## config.mk

```make
export PLATFORM = sky130hd
export DESIGN_NAME = if_fsm
export DESIGN_NICKNAME = d
export VERILOG_FILES = /design/src/rtl/if_fsm.sv
export SDC_FILE = /design/constraint.sdc
export NUM_CORES = 1
export LEC_CHECK = 0
export BUFFER_PORTS_ARGS = -buffer_cell sky130_fd_sc_hd__buf_2
export CAP_MARGIN = 0
export CORE_MARGIN = 2
export CORE_UTILIZATION = 35
export CTS_CLUSTER_DIAMETER = 80
export CTS_CLUSTER_SIZE = 14
export DETAILED_ROUTE_END_ITERATION = 8
export GPL_TIMING_DRIVEN = 0
export HOLD_SLACK_MARGIN = 0.15
export PLACE_DENSITY = 0.48
export SYNTH_ARGS = -nofsm -noshare
export SYNTH_HDL_FRONTEND = slang
export SYNTH_SLANG_ARGS = --single-unit
```

## constraint.sdc

```tcl
create_clock -name clk -period 6.9 [get_ports clk]
set_input_delay 0.345 -clock clk [delete_from_list [all_inputs] [get_ports clk]]
set_output_delay 0.345 -clock clk [all_outputs]
set_load 0.1 [all_outputs]
```

## src/rtl/if_fsm.sv

```systemverilog
// rtl/if_fsm.sv - 6502 instruction fetch FSM with its opcode attribute table.
// Reads opcode/operands/pointers over a fixed-latency bus and resolves the effective address.
module op_attr_table (
  input  logic [7:0] i_op,
  output logic [3:0] o_mode,
  output logic [7:0] o_simple_op,
  output logic [3:0] o_alu_op,
  output logic [2:0] o_store_flag,
  output logic [1:0] o_reg_load_flag,
  output logic       o_mem_load_flag
);
  localparam logic [3:0] M_IMP = 4'd0, M_IMM = 4'd1, M_ZP = 4'd2, M_ZPX = 4'd3, M_ZPY = 4'd4,
    M_REL = 4'd5, M_ABS = 4'd6, M_ABSX = 4'd7, M_ABSY = 4'd8, M_INDX = 4'd9, M_INDY = 4'd10,
    M_IND = 4'd11;
  localparam logic [7:0] C_NOP = 8'd0, C_ALU = 8'd1, C_LOAD = 8'd2, C_STORE = 8'd3,
    C_RMW = 8'd4, C_BRANCH = 8'd5, C_JUMP = 8'd6, C_MISC = 8'd7;

  logic [2:0] w_aaa, w_bbb;
  logic [1:0] w_cc;
  logic [3:0] w_mode;
  logic       w_legal, w_mem_mode, w_imp;

  assign w_aaa = i_op[7:5];
  assign w_bbb = i_op[4:2];
  assign w_cc  = i_op[1:0];

  // Addressing mode follows the aaa/bbb/cc opcode grid; holes in the grid fall back to NOP.
  always_comb begin
    w_mode  = M_IMP;
    w_legal = 1'b1;
    case (w_cc)
      2'b01: begin
        w_legal = (i_op != 8'h89);
        case (w_bbb)
          3'd0:    w_mode = M_INDX;
          3'd1:    w_mode = M_ZP;
          3'd2:    w_mode = M_IMM;
          3'd3:    w_mode = M_ABS;
          3'd4:    w_mode = M_INDY;
          3'd5:    w_mode = M_ZPX;
          3'd6:    w_mode = M_ABSY;
          default: w_mode = M_ABSX;
        endcase
      end
      2'b10: begin
        case (w_bbb)
          3'd0: begin w_mode = M_IMM; w_legal = (w_aaa == 3'd5); end
          3'd1: w_mode = M_ZP;
          3'd3: w_mode = M_ABS;
          3'd4: w_legal = 1'b0;
          3'd5: w_mode = (w_aaa[2:1] == 2'b10) ? M_ZPY : M_ZPX;
          3'd6: w_legal = (w_aaa[2:1] == 2'b10);
          3'd7: begin w_mode = (w_aaa == 3'd5) ? M_ABSY : M_ABSX; w_legal = (w_aaa != 3'd4); end
          default: w_mode = M_IMP;
        endcase
      end
      2'b00: begin
        case (w_bbb)
          3'd0: begin
            w_legal = (w_aaa != 3'd4);
            w_mode  = (w_aaa == 3'd1) ? M_ABS : (w_aaa[2] ? M_IMM : M_IMP);
          end
          3'd1: begin w_mode = M_ZP; w_legal = w_aaa[2] || (w_aaa == 3'd1); end
          3'd3: begin w_mode = (w_aaa == 3'd3) ? M_IND : M_ABS; w_legal = (w_aaa != 3'd0); end
          3'd4: w_mode = M_REL;
          3'd5: begin w_mode = M_ZPX; w_legal = (w_aaa[2:1] == 2'b10); end
          3'd7: begin w_mode = M_ABSX; w_legal = (w_aaa == 3'd5); end
          default: w_mode = M_IMP;
        endcase
      end
      default: w_legal = 1'b0;
    endcase
    if (!w_legal) w_mode = M_IMP;
  end

  assign w_imp      = (w_mode == M_IMP);
  assign w_mem_mode = ((w_mode >= M_ZP) && (w_mode <= M_ZPY)) || ((w_mode >= M_ABS) && (w_mode <= M_INDY));

  // Store codes: 1=A 2=X 3=Y 4=memory 5=SP; register-load codes: 1=A 2=X 3=Y.
  always_comb begin
    o_simple_op     = C_NOP;
    o_alu_op        = 4'd0;
    o_store_flag    = 3'd0;
    o_reg_load_flag = 2'd0;
    if (w_legal && i_op != 8'hEA) begin
      case (w_cc)
        2'b01: begin
          o_alu_op = {1'b0, w_aaa};
          if (w_aaa == 3'd4) begin
            o_simple_op = C_STORE; o_store_flag = 3'd4; o_reg_load_flag = 2'd1;
          end else if (w_aaa == 3'd5) begin
            o_simple_op = C_LOAD; o_store_flag = 3'd1;
          end else begin
            o_simple_op = C_ALU; o_store_flag = (w_aaa == 3'd6) ? 3'd0 : 3'd1;
          end
        end
        2'b10: begin
          if (w_aaa == 3'd4) begin
            o_simple_op = w_imp ? C_MISC : C_STORE; o_reg_load_flag = 2'd2;
            o_store_flag = w_imp ? ((i_op == 8'h9A) ? 3'd5 : 3'd1) : 3'd4;
          end else if (w_aaa == 3'd5) begin
            o_simple_op = w_imp ? C_MISC : C_LOAD; o_store_flag = 3'd2;
            o_reg_load_flag = w_imp ? 2'd1 : 2'd0;
          end else begin
            o_simple_op = C_RMW; o_alu_op = {1'b1, w_aaa};
            o_store_flag = w_imp ? (w_aaa[2] ? 3'd2 : 3'd1) : 3'd4;
          end
        end
        default: begin
          if (w_mode == M_REL) o_simple_op = C_BRANCH;
          else if (i_op == 8'h20 || i_op == 8'h4C || i_op == 8'h6C) o_simple_op = C_JUMP;
          else if (w_imp) o_simple_op = C_MISC;
          else if (w_aaa == 3'd4) begin
            o_simple_op = C_STORE; o_store_flag = 3'd4; o_reg_load_flag = 2'd3;
          end else if (w_aaa == 3'd5) begin
            o_simple_op = C_LOAD; o_store_flag = 3'd3;
          end else begin
            o_simple_op = C_ALU; o_alu_op = (w_aaa == 3'd1) ? 4'd1 : 4'd6;
          end
        end
      endcase
    end
  end

  assign o_mode          = w_mode;
  assign o_mem_load_flag = w_mem_mode &&
    (o_simple_op == C_ALU || o_simple_op == C_LOAD || o_simple_op == C_RMW);
endmodule

module if_fsm #(
  parameter int READ_LAT = 2
) (
  input  logic        clk,
  input  logic        rst,
  input  logic        if_start,
  input  logic [15:0] pc_in,
  input  logic [7:0]  x_in,
  input  logic [7:0]  y_in,
  output logic [15:0] mem_addr,
  output logic        mem_read_en,
  input  logic [7:0]  mem_data_in,
  output logic        if_ready,
  output logic [15:0] if_addr_out,
  output logic [15:0] if_pc_next,
  output logic [7:0]  simple_op,
  output logic [3:0]  alu_op,
  output logic [2:0]  store_flag,
  output logic [1:0]  reg_load_flag,
  output logic        mem_load_flag,
  output logic        immediate_flag
);
  localparam logic [3:0] M_IMP = 4'd0, M_IMM = 4'd1, M_ZP = 4'd2, M_ZPX = 4'd3, M_ZPY = 4'd4,
    M_REL = 4'd5, M_ABS = 4'd6, M_ABSX = 4'd7, M_ABSY = 4'd8, M_INDX = 4'd9, M_INDY = 4'd10,
    M_IND = 4'd11;
  localparam int CW = $clog2(READ_LAT + 2);
  localparam logic [CW-1:0] CAP = CW'(READ_LAT + 1);

  typedef enum logic [2:0] {
    S_IDLE, S_FETCH_OP, S_FETCH_LO, S_FETCH_HI, S_PTR_LO, S_PTR_HI, S_DONE
  } state_t;

  state_t      r_state, w_next_state;
  logic [CW-1:0] r_cnt;
  logic [15:0] r_pc, r_addr_out, r_pc_next, w_ea, w_len;
  logic [7:0]  r_op, r_b1, r_hi, r_lo, r_simple_op;
  logic [3:0]  r_alu_op, w_mode, w_alu_op;
  logic [2:0]  r_store_flag, w_store_flag;
  logic [1:0]  r_reg_load_flag, w_reg_load_flag;
  logic        r_ready, r_mem_load, r_imm, w_mem_load, w_cap;
  logic [7:0]  w_op_byte, w_simple_op, w_sum_x, w_sum_y, w_ptr_lo, w_ptr_lo1;

  // The opcode is decoded straight off the bus in its capture cycle, from r_op afterwards.
  assign w_op_byte = (r_state == S_FETCH_OP) ? mem_data_in : r_op;
  assign w_cap     = (r_state != S_IDLE) && (r_state != S_DONE) && (r_cnt == CAP);
  assign w_sum_x   = mem_data_in + x_in;
  assign w_sum_y   = mem_data_in + y_in;
  assign w_ptr_lo  = r_b1 + ((w_mode == M_INDX) ? x_in : 8'h00);
  assign w_ptr_lo1 = w_ptr_lo + 8'd1;

  op_attr_table u_attr (
    .i_op(w_op_byte), .o_mode(w_mode), .o_simple_op(w_simple_op), .o_alu_op(w_alu_op),
    .o_store_flag(w_store_flag), .o_reg_load_flag(w_reg_load_flag), .o_mem_load_flag(w_mem_load)
  );

  // FETCH_OP spends one cycle before its issue; later reads were issued in the prior capture cycle.
  always_ff @(posedge clk) begin
    if (rst) begin
      r_state <= S_IDLE;
      r_cnt   <= '0;
    end else begin
      r_state <= w_next_state;
      if (w_next_state != r_state) r_cnt <= (w_next_state == S_FETCH_OP) ? '0 : CW'(2);
      else if (r_cnt != CAP) r_cnt <= r_cnt + CW'(1);
    end
  end

  always_comb begin
    w_next_state = r_state;
    case (r_state)
      S_IDLE:     if (if_start) w_next_state = S_FETCH_OP;
      S_FETCH_OP: if (w_cap) w_next_state = (w_mode == M_IMP) ? S_DONE : S_FETCH_LO;
      S_FETCH_LO: if (w_cap) begin
        if (w_mode == M_INDX || w_mode == M_INDY) w_next_state = S_PTR_LO;
        else if ((w_mode >= M_ABS && w_mode <= M_ABSY) || w_mode == M_IND) w_next_state = S_FETCH_HI;
        else w_next_state = S_DONE;
      end
      S_FETCH_HI: if (w_cap) w_next_state = (w_mode == M_IND) ? S_PTR_LO : S_DONE;
      S_PTR_LO:   if (w_cap) w_next_state = S_PTR_HI;
      S_PTR_HI:   if (w_cap) w_next_state = S_DONE;
      default:    w_next_state = S_IDLE;
    endcase
  end

  always_comb begin
    mem_read_en = 1'b0;
    mem_addr    = 16'h0000;
    if (r_state == S_FETCH_OP && r_cnt == CW'(1)) begin
      mem_read_en = 1'b1;
      mem_addr    = r_pc;
    end else if (w_cap && w_next_state != S_DONE) begin
      mem_read_en = 1'b1;
      case (w_next_state)
        S_FETCH_LO: mem_addr = r_pc + 16'd1;
        S_FETCH_HI: mem_addr = r_pc + 16'd2;
        S_PTR_LO:   mem_addr = (w_mode == M_IND) ? {mem_data_in, r_b1}
                             : {8'h00, (w_mode == M_INDX) ? w_sum_x : mem_data_in};
        default:    mem_addr = {(w_mode == M_IND) ? r_hi : 8'h00, w_ptr_lo1};
      endcase
    end
  end

  always_comb begin
    w_ea  = 16'h0000;
    w_len = 16'd2;
    case (w_mode)
      M_IMM, M_ZP: w_ea = {8'h00, mem_data_in};
      M_ZPX:       w_ea = {8'h00, w_sum_x};
      M_ZPY:       w_ea = {8'h00, w_sum_y};
      M_REL:       w_ea = r_pc + 16'd2 + {{8{mem_data_in[7]}}, mem_data_in};
      M_ABS:       begin w_ea = {mem_data_in, r_b1}; w_len = 16'd3; end
      M_ABSX:      begin w_ea = {mem_data_in, r_b1} + {8'h00, x_in}; w_len = 16'd3; end
      M_ABSY:      begin w_ea = {mem_data_in, r_b1} + {8'h00, y_in}; w_len = 16'd3; end
      M_INDX:      w_ea = {mem_data_in, r_lo};
      M_INDY:      w_ea = {mem_data_in, r_lo} + {8'h00, y_in};
      M_IND:       begin w_ea = {mem_data_in, r_lo}; w_len = 16'd3; end
      default:     w_len = 16'd1;
    endcase
  end

  always_ff @(posedge clk) begin
    if (rst) begin
      r_pc <= '0; r_op <= '0; r_b1 <= '0; r_hi <= '0; r_lo <= '0;
      r_ready <= 1'b0; r_addr_out <= '0; r_pc_next <= '0; r_simple_op <= '0;
      r_alu_op <= '0; r_store_flag <= '0; r_reg_load_flag <= '0; r_mem_load <= 1'b0; r_imm <= 1'b0;
    end else begin
      if (r_state == S_IDLE && if_start) begin
        r_pc    <= pc_in;
        r_ready <= 1'b0;
      end
      if (w_cap) begin
        case (r_state)
          S_FETCH_OP: r_op <= mem_data_in;
          S_FETCH_LO: r_b1 <= mem_data_in;
          S_FETCH_HI: r_hi <= mem_data_in;
          S_PTR_LO:   r_lo <= mem_data_in;
          default:    ;
        endcase
      end
      if (w_cap && w_next_state == S_DONE) begin
        r_ready         <= 1'b1;
        r_addr_out      <= w_ea;
        r_pc_next       <= r_pc + w_len;
        r_simple_op     <= w_simple_op;
        r_alu_op        <= w_alu_op;
        r_store_flag    <= w_store_flag;
        r_reg_load_flag <= w_reg_load_flag;
        r_mem_load      <= w_mem_load;
        r_imm           <= (w_mode == M_IMM);
      end
    end
  end

  assign if_ready       = r_ready;
  assign if_addr_out    = r_addr_out;
  assign if_pc_next     = r_pc_next;
  assign simple_op      = r_simple_op;
  assign alu_op         = r_alu_op;
  assign store_flag     = r_store_flag;
  assign reg_load_flag  = r_reg_load_flag;
  assign mem_load_flag  = r_mem_load;
  assign immediate_flag = r_imm;
endmodule

```

==> impl_summary.md <==
Setup path
In this run the worst path has a maximum fanout of 10. The buffers plus inverters on the worst setup path is 7. For this run, the slowest stage of the critical path takes approximately 0.39 ns.

STA classifies the critical path startpoint as a flip-flop. The standard cell with the maximum stage delay on the critical path is or3b_1. The critical path runs through a total of 30 cells. The worst flop-to-flop path endpoint is if_addr_out[14]. The critical path is of the reg -> reg type. The most numerous cell type found on the critical path is o211ai_1. The source of the worst register-to-register timing path is r_state[0]. The kind of cell with the highest combined delay on the critical path is compound AO/OA/AOI/OAI gates.

The critical path data arrival time is between 6 and 7 ns. STA classifies the critical path endpoint as a flip-flop. The internal reg-to-reg setup slack is between 0.3 and 0.4 ns. The data required time of the worst path is about 7 ns. The worst register-to-register path has a depth of 30.

Synth
The biggest area contributor in the post-synthesis netlist is dfxtp_1. The count of flip-flops with a built-in enable after synthesis is 0. The count of unique library cells instantiated by Yosys is 98. In the synthesized netlist, the cells that appear most often are nand2_1 (159), nor2_1 (138), a21oi_1 (113). The share of synthesized registers carrying an async set or reset is 0. During synthesis, Yosys emitted a total of 0 warnings. The cell area after technology mapping is roughly 0.0098 mm^2.

Of the synthesized area, sequential elements account for 0.205. The dominant cell by count in the synthesized netlist is nand2_1. In the post-synthesis netlist, the biggest area contributors are dfxtp_1 (20%), ha_1 (7.9%), nand2_1 (6.1%), a21oi_1 (5.8%), nor2_1 (5.3%).

After synthesis, the mean cell area works out to ~7.6 um^2. For this run, the leading register cell type out of synthesis is dfxtp_1. The post-synthesis register bit count is 100. The share of synthesized area in the top cell type comes to 0.205.

The count of mapped cells out of synthesis is between 1000 and 1500.

Worst hold path
For hold timing, the worst endpoint is r_pc[9]. Counting instances, the worst hold path has a depth of 3. The path category of the worst min-delay check is in -> reg.

The start point of the worst min-delay path is pc_in[9].

Floorplan
The initial standard-cell utilization of the core is 0.354. The number of ports placed on the die boundary is 112. The site row count is between 60 and 70.

The core region area is around 0.028 mm^2. Measured along the y axis, the die boundary spans about 170 um. The die span in x is roughly 170 um.

The die covers about 0.03 mm^2.

Routing
Summing over every cut layer, the via total after detailed routing is about 10000. After the first detailed-routing iteration, the DRC count stood at approximately 1000. In this run the remaining antenna-violating nets after routing total 0. The routed via count divided by cell count is 5.76. The average detailed-routed wire length per instance is 22.4 um. The final layout contains routed wiring with a total length of around 40000 um. Before antenna repair, the detailed router went through 6 iterations. The number of DRC violations after detailed routing is 0.

Global routing
The number of global-route vias before repair was between 9000 and 10000. The first global-routing pass estimated approximately 60000 um of wire. The initial antenna violation count is 1. The maximum number of pins on one net before global-route repair is 20.

In the global route stage, overall resource usage came out at 0.275. Summed over all layers, the global routing overflow is 0.

Placed design
The number of buffers inserted by port buffering is approximately 110. Detailed placement ended at an HPWL of around 31000 um. The setup slack after placement is -0.794 ns. At the end of routability-driven placement, the weighted congestion stood at 0.952. The number of placed instances, taps included is about 1800.

The placed instances occupy a cell area of 0.0108 mm^2.

Pwr
The largest vdd supply drop is around 0.11 mV. The analysis attributes to net switching a power of 878 uW. Internal power comes to about 1.1 mW. The analysis attributes to cell leakage a power of 4.45 nW. The design draws between 1.5 and 2 mW. The power density of the placed cells is about 180 mW/mm^2. The relative contribution of sequential cells to total power is 0.301. Of the total power, the share spent switching nets is 0.442. The share of total power dissipated in the clock network is 0.274. The share of total power dissipated in combinational logic is 0.425.

Final layout
Summing all non-filler instances in the final layout gives an area of 0.0112 mm^2. The final antenna diode count is 0. The number of fill cells is between 3000 and 4000. The final cell count without fillers is about 1800. The net count of the finished layout is about 1500. The growth of design area from synthesis to finish is 14.8%. In the final layout, the share of cells above drive strength 1 is 0.165.

STA
The max-slew violation total from the final report came to 0. The final count of negative-setup-slack endpoints is 0. The clock skew is 0.00986 ns.

The share of the clock period used by the worst path after layout is 0.950. The worst path meets setup with about 0.34 ns of slack. The final hold violation count is 0. Setup repair after global routing left no endpoint under its margin. The worst pin sits at a relative slew slack of 0.0860. The slew of the pin with the lowest slew margin is around 1.4 ns. The worst path needs 6.56 ns of the cycle, external delays included.

The fmax is around 0.15 GHz.

Run status
The run finished with clean final reports.

Clock network
The clock sink count is 100. For this design, the CTS-stage hold fixing added 0 buffers. Clock tree synthesis selected as its root buffer the cell clkbuf_16. The CTS buffer count is 9. The latest clock arrival within the worst-skew pair is around 0.37 ns.

Counting along the longest clock path gives a buffer depth of 2. Clock-pin slew was measured on the worst setup and hold paths at 0.09 ns. TritonCTS built the clock tree. CTS built an H-tree with a depth of 3.

Flow run
The number of maximum-capacitance violations is 0.
-- layout by cell type (no fill, tap or decap), drive strengths merged, types with 13 or more instances in the layout --
cell type | netlist | final
nor2 | 141 | 141
inv | 40 | 43
nor3 | 35 | 35
a21o | 15 | 15
xnor2 | 41 | 41
ha | 62 | 62
a21oi | 113 | 113
xor2 | 39 | 39
o211ai | 22 | 22
nand2 | 163 | 163
buf | 30 | 140
mux2i | 31 | 31
mux2 | 15 | 15
a211oi | 37 | 37
o21ai | 57 | 57
nand3 | 33 | 33
clkbuf | 64 | 72
nor2b | 16 | 16
a22o | 13 | 13
dfxtp | 100 | 100
-- routing by layer --
layer,up-vias,GRT usage,wire [um]
met3,47,0.0391,2740
li1,4932,-,-
met4,0,0.0766,952
met2,387,0.444,18300
met1,4985,0.381,18200
met5,-,0,0
-- stage by stage --
stage                     TNS [ns]  hold slack [ns]   util
after floorplan                  0            0.436      -
after global placement       -4.74            0.440  0.391
after detailed placement     -4.73            0.446  0.391
after CTS                        0            0.193  0.403
after global routing             0            0.189  0.407
final                            0            0.199  0.407
-- layout make-up --
| class | count | area, um^2 | area share |
|---|---|---|---|
| buffer | 92 | 428 | 0.0381 |
| multi-input combinational | 1061 | 7320 | 0.651 |
| inverter | 40 | 150 | 0.0134 |
| sequential | 100 | 2000 | 0.178 |
| timing repair buffer | 111 | 571 | 0.0508 |
| tap | 378 | 473 | 0.0421 |
| clock inverter | 7 | 68.8 | 0.00612 |
| clock buffer | 9 | 225 | 0.0200 |
-- worst max path at each step --
stage                   startpoint               to  slack [ns]
global placement    mem_data_in[0]  if_addr_out[14]       -0.77
global route            r_state[0]  if_addr_out[14]       0.005
floorplan               r_state[0]      mem_addr[4]        0.04
detailed placement  mem_data_in[0]  if_addr_out[14]       -0.79
finish                  r_state[0]  if_addr_out[14]        0.34
CTS                     r_state[0]      mem_addr[7]        0.03
-- power groups by stage --
stage | clock network (mW) | registers [mW] | logic, mW
after floorplan | 0 | 0.609 | 0.561
after global placement | 0 | 0.611 | 0.807
after detailed placement | 0 | 0.612 | 0.804
after CTS | 0.557 | 0.598 | 0.817
after global routing | 0.578 | 0.600 | 0.906
final | 0.545 | 0.598 | 0.843
-- registers in the layout, indices dropped and copies added, names as in the netlist, 4 cells and up --
name	cells
alu_op	4
if_addr_out	16
if_pc_next	16
r_b1	8
r_hi	8
r_lo	8
r_op	8
r_pc	16
-- kinds of logic after synthesis --
logic type,synth area share
compound gates,0.284
xor+xnor,0.0739
fa+ha+maj,0.0956
buf+inv,0.0589
flops,0.205
mux,0.0533
other cells,0.000383
simple gates,0.230
-- worst register-to-register path, delay by kind of cell (launching register included) --
family	cells	cell delay [ns]
buffers and inverters	7	1.28
AOI/OAI and AO/OA	10	1.83
and+or+nand+nor	8	1.67
adders and majority gates	3	0.80
DFF	1	0.36
muxes	2	0.46
-- what timing repair did --
item                       4_1_cts  5_1_grt
setup endpoints to repair       12        9
pin swaps                        1        1
resized for setup               10       17
setup buffers                    1        5
cloned                           0        0
Power figures use the tool's default switching activity.
